[config.mk]
export PLATFORM = sky130hd
export DESIGN_NAME = buffer_sequencer
export DESIGN_NICKNAME = d
export VERILOG_FILES = /design/src/rtl/buffer_seq_pkg.sv /design/src/rtl/buffer_sequencer.sv
export SDC_FILE = /design/constraint.sdc
export NUM_CORES = 1
export LEC_CHECK = 0
export CAP_MARGIN = 0
export CORE_UTILIZATION = 24
export CTS_CLUSTER_DIAMETER = 40
export DETAILED_ROUTE_END_ITERATION = 10
export GPL_TIMING_DRIVEN = 0
export PLACE_DENSITY_LB_ADDON = 0.08
export SKIP_LAST_GASP = 1
export SYNTH_ARGS = -nofsm -noshare
export SYNTH_HDL_FRONTEND = slang
export SYNTH_SLANG_ARGS = --single-unit
[constraint.sdc]
create_clock -name CLK -period 4.02 [get_ports CLK]
set_clock_uncertainty 0.15 [all_clocks]
set_input_delay 1.005 -clock CLK [delete_from_list [all_inputs] [get_ports CLK]]
set_output_delay 1.005 -clock CLK [all_outputs]
set_load 0.02 [all_outputs]
[src/rtl/buffer_seq_pkg.sv]
// Shared types and helpers for the BufferMemory load/drain sequencer.
package buffer_seq_pkg;

  typedef enum logic [1:0] {IDLE, LOAD, FETCH, PRESENT} state_t;

  // Row requests larger than the SRAM depth are limited to 2^a rows.
  function automatic int unsigned clampRows(input int unsigned load_rows, input int unsigned a);
    int unsigned limit;
    limit = 32'd1 << a;
    return (load_rows > limit) ? limit : load_rows;
  endfunction

endpackage

[src/rtl/buffer_sequencer.sv]
// Load/drain sequencer: scatters a word stream round-robin over D banks, then sweeps rows out.
// Optional macro BUFSEQ_REPLAY_EN adds a replay input that re-drains the last loaded job.
module buffer_sequencer
  import buffer_seq_pkg::*;
#(
  parameter int DEPTH = 2,
  parameter int A     = 7,
  parameter int W     = 16,
  localparam int D    = 1 << DEPTH
) (
  input  logic             CLK,
  input  logic             RSTn,
  input  logic             start,
  input  logic [A:0]       loadRows,
`ifdef BUFSEQ_REPLAY_EN
  input  logic             replay,
`endif
  input  logic             in_valid,
  input  logic [W-1:0]     in_data,
  output logic             in_ready,
  output logic [A-1:0]     mem_address,
  output logic             mem_write,
  output logic             mem_ioSelect,
  output logic [DEPTH-1:0] mem_ioBankSelect,
  output logic [W-1:0]     mem_ioInput,
  input  logic [W*D-1:0]   mem_op,
  output logic             out_valid,
  output logic [W*D-1:0]   out_data,
  input  logic             out_ready,
  output logic             busy,
  output logic             done
);

  localparam int RW = A + 1;

  state_t         state, next_state;
  logic [A-1:0]     row_cnt;
  logic [DEPTH-1:0] bank_cnt;
  logic [A:0]       rows;
  logic             done_q;

  logic accept, present_hs, last_row, last_bank;
  logic start_job, start_empty, replay_job;

  assign accept      = (state == LOAD) && in_valid;
  assign present_hs  = (state == PRESENT) && out_ready;
  assign last_row    = ({1'b0, row_cnt} == (rows - 1'b1));
  assign last_bank   = &bank_cnt;
  assign start_job   = (state == IDLE) && start && (loadRows != '0);
  assign start_empty = (state == IDLE) && start && (loadRows == '0);
`ifdef BUFSEQ_REPLAY_EN
  // start outranks replay; replay needs a previously latched row count.
  assign replay_job  = (state == IDLE) && !start && replay && (rows != '0);
`else
  assign replay_job  = 1'b0;
`endif

  always_ff @(posedge CLK) begin
    if (!RSTn) state <= IDLE;
    else       state <= next_state;
  end

  always_comb begin
    next_state = state;
    case (state)
      IDLE: begin
        if (start_job)       next_state = LOAD;
        else if (replay_job) next_state = FETCH;
      end
      LOAD:    if (accept && last_bank && last_row) next_state = FETCH;
      FETCH:   next_state = PRESENT;
      PRESENT: if (present_hs) next_state = last_row ? IDLE : FETCH;
      default: next_state = IDLE;
    endcase
  end

  always_ff @(posedge CLK) begin
    if (!RSTn) begin
      row_cnt  <= '0;
      bank_cnt <= '0;
      rows     <= '0;
      done_q   <= 1'b0;
    end else begin
      done_q <= (present_hs && last_row) || start_empty;
      if (start_job) begin
        rows     <= RW'(clampRows(32'(loadRows), A));
        row_cnt  <= '0;
        bank_cnt <= '0;
      end else if (replay_job) begin
        row_cnt <= '0;
      end else if (accept) begin
        bank_cnt <= bank_cnt + 1'b1;
        if (last_bank) row_cnt <= last_row ? '0 : row_cnt + 1'b1;
      end else if (present_hs) begin
        row_cnt <= last_row ? '0 : row_cnt + 1'b1;
      end
    end
  end

  // Address stays on row_cnt through PRESENT so mem_op holds under backpressure.
  always_comb begin
    in_ready     = (state == LOAD);
    mem_ioSelect = (state == LOAD);
    mem_write    = accept;
    mem_address  = (state == IDLE) ? '0 : row_cnt;
    out_valid    = (state == PRESENT);
    busy         = (state != IDLE);
  end

  assign mem_ioBankSelect = bank_cnt;
  assign mem_ioInput      = in_data;
  assign out_data         = mem_op;
  assign done             = done_q;

endmodule
# Word-level counts from Yosys, hierarchy flattened
# Cells that the tools add are included.
[classes] n_eq_ne=8 magnitude_cmp=1 bitwise=1 n_reduce_logical=18 add_sub_neg=3 muxes=11
[ops] operator="$mux 7" n=5
[ops] operator="$eq 7x8->1" n=1
[ops] operator="$gt 8x8->1 const B" n=1
[ops] operator="$logic_and 1x1->1" n=8
[ops] operator="$logic_not 8->1" n=1
[ops] operator="$mux 2" n=4
[ops] operator="$mux 8" n=1
[ops] operator="$pmux 2 s4" n=1
[ops] operator="$reduce_bool 8->1" n=1
[ops] operator="$sub 8x1->8 const B" n=1
[ops] operator="$add 7x1->7 const B" n=1
[ops] operator="$ne 2x1->1 const B" n=3
[ops] operator="$eq 2x2->1 const B" n=2
[ops] operator="$reduce_and 2->1" n=2
[ops] operator="$reduce_bool 2->1" n=2
[ops] operator="$reduce_and 3->1" n=1
[ops] operator="$add 2x1->2 const B" n=1
[ops] operator="$eq 2x1->1 const B" n=1
[ops] operator="$logic_not 2->1" n=1
[ops] operator="$ne 2x2->1 const B" n=1
[ops] operator="$reduce_or 2->1" n=1
[ops] operator="$logic_or 1x1->1" n=1
[ops] operator="$not 1->1" n=1
[word_totals] out_inout_bits=95 reg_bits=20 word_cells=47 in_bits=93

# Longest topological paths before layout
[depth] depth_word=6 depth_mapped=9 mapped_depth_nobuf=8

# Worst setup path after synthesis
# No wires, ideal clock.
[synth_timing] path_kind="input-to-reg" startpoint="in loadRows[3]" endpoint="reg row_cnt[3]" stages=7 required_time_ps=3778 setup_slack_ps=1514 t_arrival_ps=2264 path_cell_list="nor4_1 nand2_1 or2_2 nand3_1 nand2_1 clkbuf_1 nor4_1"
[synth_via] elab_chain_len=3
[synth_rtl] item="from (decl)" line_no="buffer_sequencer.sv:14" source="input logic [A:0] loadRows,"
[synth_rtl] item="$reduce_bool 8->1" line_no="buffer_sequencer.sv:49" source="assign start_job = (state == IDLE) && start && (loadRows != '0);"
[synth_rtl] item="$logic_and 1x1->1" line_no="buffer_sequencer.sv:49"
[synth_rtl] item="$reduce_or 2->1 (no source line)"
[synth_rtl] item="to (signal assigned)" line_no="buffer_sequencer.sv:93" source="if (last_bank) row_cnt <= last_row ? '0 : row_cnt + 1'b1;"
[synth_rtl] item="to (signal assigned)" line_no="buffer_sequencer.sv:95" source="row_cnt <= last_row ? '0 : row_cnt + 1'b1;"
[synth_rtl] item="to (decl)" line_no="buffer_sequencer.sv:37" source="logic [A-1:0] row_cnt;"
# No other way between the ends.
# A chain may end at the register's enable or synchronous reset.

# Worst setup path in the final report
[layout_timing] startpoint="in in_valid" endpoint="out mem_write"
[layout_via] elab_chain_len=1
[layout_rtl] item="from (decl)" line_no="buffer_sequencer.sv:18" source="input logic in_valid,"
[layout_rtl] item="$logic_and 1x1->1" line_no="buffer_sequencer.sv:45" source="assign accept = (state == LOAD) && in_valid;"
[layout_rtl] item="to (decl)" line_no="buffer_sequencer.sv:22" source="output logic mem_write,"
# No other way between the ends.

==> impl_metrics.ini <==
[run_status]
outcome = finished, final reports clean

[synth]
async_reset_ff_share_pct = 0
yosysUniqueCellTypes = 40
synth.top_cell.area_share_pct = 34.1
ys_seq_area_share_pct = 22.4
synth_area_per_cell_um2 = 7.83
synthDominantAreaCellType = buf_4
yosys_warnings = 0
synth_seq_cells = 20
post_synth_instance_area_um2 = 1780
synthCells = 228
post_synth_main_area_contributors = buf_4, dfxtp_1, xnor2_1, nand2_1, nor2_1
mappedNetlistNets = 324
ys_dominant_reg_cell = dfxtp_1
post_synth_edffs = 0

[worst_setup_path]
regToRegEndpoint = row_cnt[3]$_SDFFE_PP0P_
r2r_cells = 9
critical_path.reg2reg.startpoint = rows[0]$_SDFFE_PN0P_
timing.critical_path.fanout_max = 3
worst_path_required_ns = 2.86
cp_slowest_stage_delay_ns = 0.60
critical_path.n_buffers_inverters = 3
critPathCaptureType = output pin
path_common_cell = clkdlybuf4s50_1
timing_worst_setup_path_type = in2out
worst-endpoint-arrival_ns = 2.30
cp_slowest_cell = clkdlybuf4s50_1
worstPathCellList = clkdlybuf4s50_1 -> nand2_1 -> inv_1 -> clkdlybuf4s50_1
reg2reg_setup_slack_ns = 1.33
critical_path.startpoint_type = input pin
largest_delay_contributor_family_on_the_critical_path = buffers and inverters

[final_layout]
final_cell_area_um2 = 3020
num_antenna_cells = 0
finalNetCount = 436
area_growth_syn_to_layout_pct = 69.3
final_layout_size_suffix_gt1_share_pct = 27.5
finalNonFillerCells = 437

[grt]
grt_usage_pct = 10.5
via_count_of_the_first_global_routing_pass = 1476
antenna_found_initial = 0
grt_remaining_overflow = 0
grt_pass1_wl_um = 6470
grt_max_degree = 11

[floorplanning]
rows = 31
design.core.area_um2 = 7210
start_util_pct = 24.7
io_pins = 188
die-width_um = 88.2
die-area_um2 = 7780
floorplan.die.height_um = 88.2

[route]
detailedRoute.firstIterationViolations = 50
drt-total-wl_um = 4460
ratio_of_routed_vias_to_standard_cells = 4.04
firstDrtPassIters = 5
dr_total_vias = 1766
route.detailed.wl_per_inst_um = 10.2
antenna_violating_nets_post_route = 0
drc = 0

[clock_tree]
cts.repair.resized = 0
clock-sinks = 20
cts_bufs_inserted = 3
clk_transition_reported_paths_ns = 0.08
h-tree-depth = 1
number_of_buffers_on_the_longest_clock_path = 2
clock_latency_on_the_worst_skew_pair_ns = 0.26
post_cts_hold_buffer_count = 0
postCtsSetupRepairBufs = 0
clockRootBuffer = clkbuf_8
cts_tree = done

[hold_path]
hold_path_stages = 2
min_delay_worst_type = reg2reg
hold_end = mem_ioBankSelect[1]$_SDFFE_PP0P_
min_from = mem_ioBankSelect[1]$_SDFFE_PP0P_

[job]
max_cap_violations = 0

[placement]
portBuffers = 107
placedCellCount = 434
hpwl_um = 3780
postPlaceCellArea_um2 = 2980
finalWeightedCongestion = 0.707

[power]
power.density_nw_per_um2 = 200
ir_worst_vdd_v = 0.0000885
power.leakage_uw = 0.00125

[timing]
timing.slew.headroom_pct = 69.6
report.final.hold_viol_count = 0
grt_setup_unrepaired = no
setup_viol_count_final = 0
report.final.slew_viol_count = 0
fmax_mhz = 289
totalNegativeSetupSlack_ns = 0
post-route-period-util_pct = 86.0
max_slew.worst_pin.slew_ns = 0.455
fin_crit_ns = 3.46
-- state kept, by name (all words and copies together), names as in the netlist --
| register | cells |
|---|---|
| state | 2 |
| rows | 8 |
| mem_ioBankSelect | 2 |
| row_cnt | 7 |
| done | 1 |
-- power breakdown --
part	switching (uW)	internal (uW)
logic	110	153
clock network	65.2	66.7
registers	6.41	203
total	182	422
-- cell usage in the layout (no fill, tap or decap), types with 2 or more instances in the layout --
cell and n:
clkdlybuf4s50_1 107, buf_4 81, dfxtp_1 20, nand2_1 15, nor2_1 15, xnor2_1 9, and2_1 8, nor3_1 7
nand3_1 7, inv_1 6, o21ai_0 6, a21oi_1 6, a22o_1 4, xor2_1 4, nor2b_1 3, nor4_1 3
a31oi_1 3, nand3b_1 3, ha_1 3, clkbuf_8 3, clkbuf_2 2, nand4_1 2, o21a_1 2
-- cell usage after synthesis (all sizes together), types with 2 or more instances --
cell	number
nor4	3
xnor2	9
a21oi	6
xor2	4
dfxtp	20
nand3b	3
a31oi	3
nor2b	3
o21ai	6
o21a	2
inv	6
and2	8
nand3	7
nor2	15
ha	3
a22o	4
nand4	2
nand2	15
buf	81
clkbuf	3
nor3	7
or3	2
-- area by class of cell --
class	instances	area, um^2
Fill cell	771	4190
Timing Repair Buffer	107	1070
Multi-Input combinational cell	118	739
Buffer	84	622
Sequential cell	20	400
Tap cell	99	124
Clock buffer	3	41.3
Inverter	6	22.5
-- how the worst max path moves through the flow --
| stage | start | end | slack [ns] | cells after the start |
|---|---|---|---|---|
| global route | in_valid | mem_write | 0.48 | 4 |
| floorplan | loadRows[3] | row_cnt[3]$_SDFFE_PP0P_ | 1.51 | 7 |
| CTS | in_valid | mem_write | 0.56 | 4 |
| finish | in_valid | mem_write | 0.56 | 4 |
| global placement | in_valid | mem_write | 0.56 | 4 |
| detailed placement | in_valid | mem_write | 0.57 | 4 |
-- layer usage --
metal	track usage (%)	routed length, um
met5	0	0
met4	3.08	27
met3	2.52	443
met2	17.3	2030
met1	13.5	1950
-- worst min-delay path, delay by kind of cell, from the launching register on --
kind	cells	cell delay, ns
and+or+nand+nor	1	0.06
AOI/OAI and AO/OA	1	0.06
DFF	1	0.33
-- kinds of logic (layout without fill, tap and decap cells) --
group	Yosys count	count (layout)	share of synthesized area [%]
xor+xnor	13	13	6.38
buf+inv	90	200	36.1
fa+ha+maj	3	3	2.10
simple gates	72	72	21.1
flops	20	20	22.4
compound gates	30	30	11.9
-- stage by stage --
| step | worst slack, ns | hold WS [ns] | utilization [%] | power [uW] |
|---|---|---|---|---|
| floorplan | 1.51 | 0.327 | - | 371 |
| global placement | 0.556 | 0.321 | 41.3 | 477 |
| detailed placement | 0.566 | 0.328 | 41.3 | 479 |
| CTS | 0.557 | 0.339 | 41.9 | 612 |
| global route | 0.485 | 0.367 | 41.9 | 638 |
| finish | 0.565 | 0.338 | 41.9 | 604 |
Note: power is estimated with default switching activity, not from simulation.
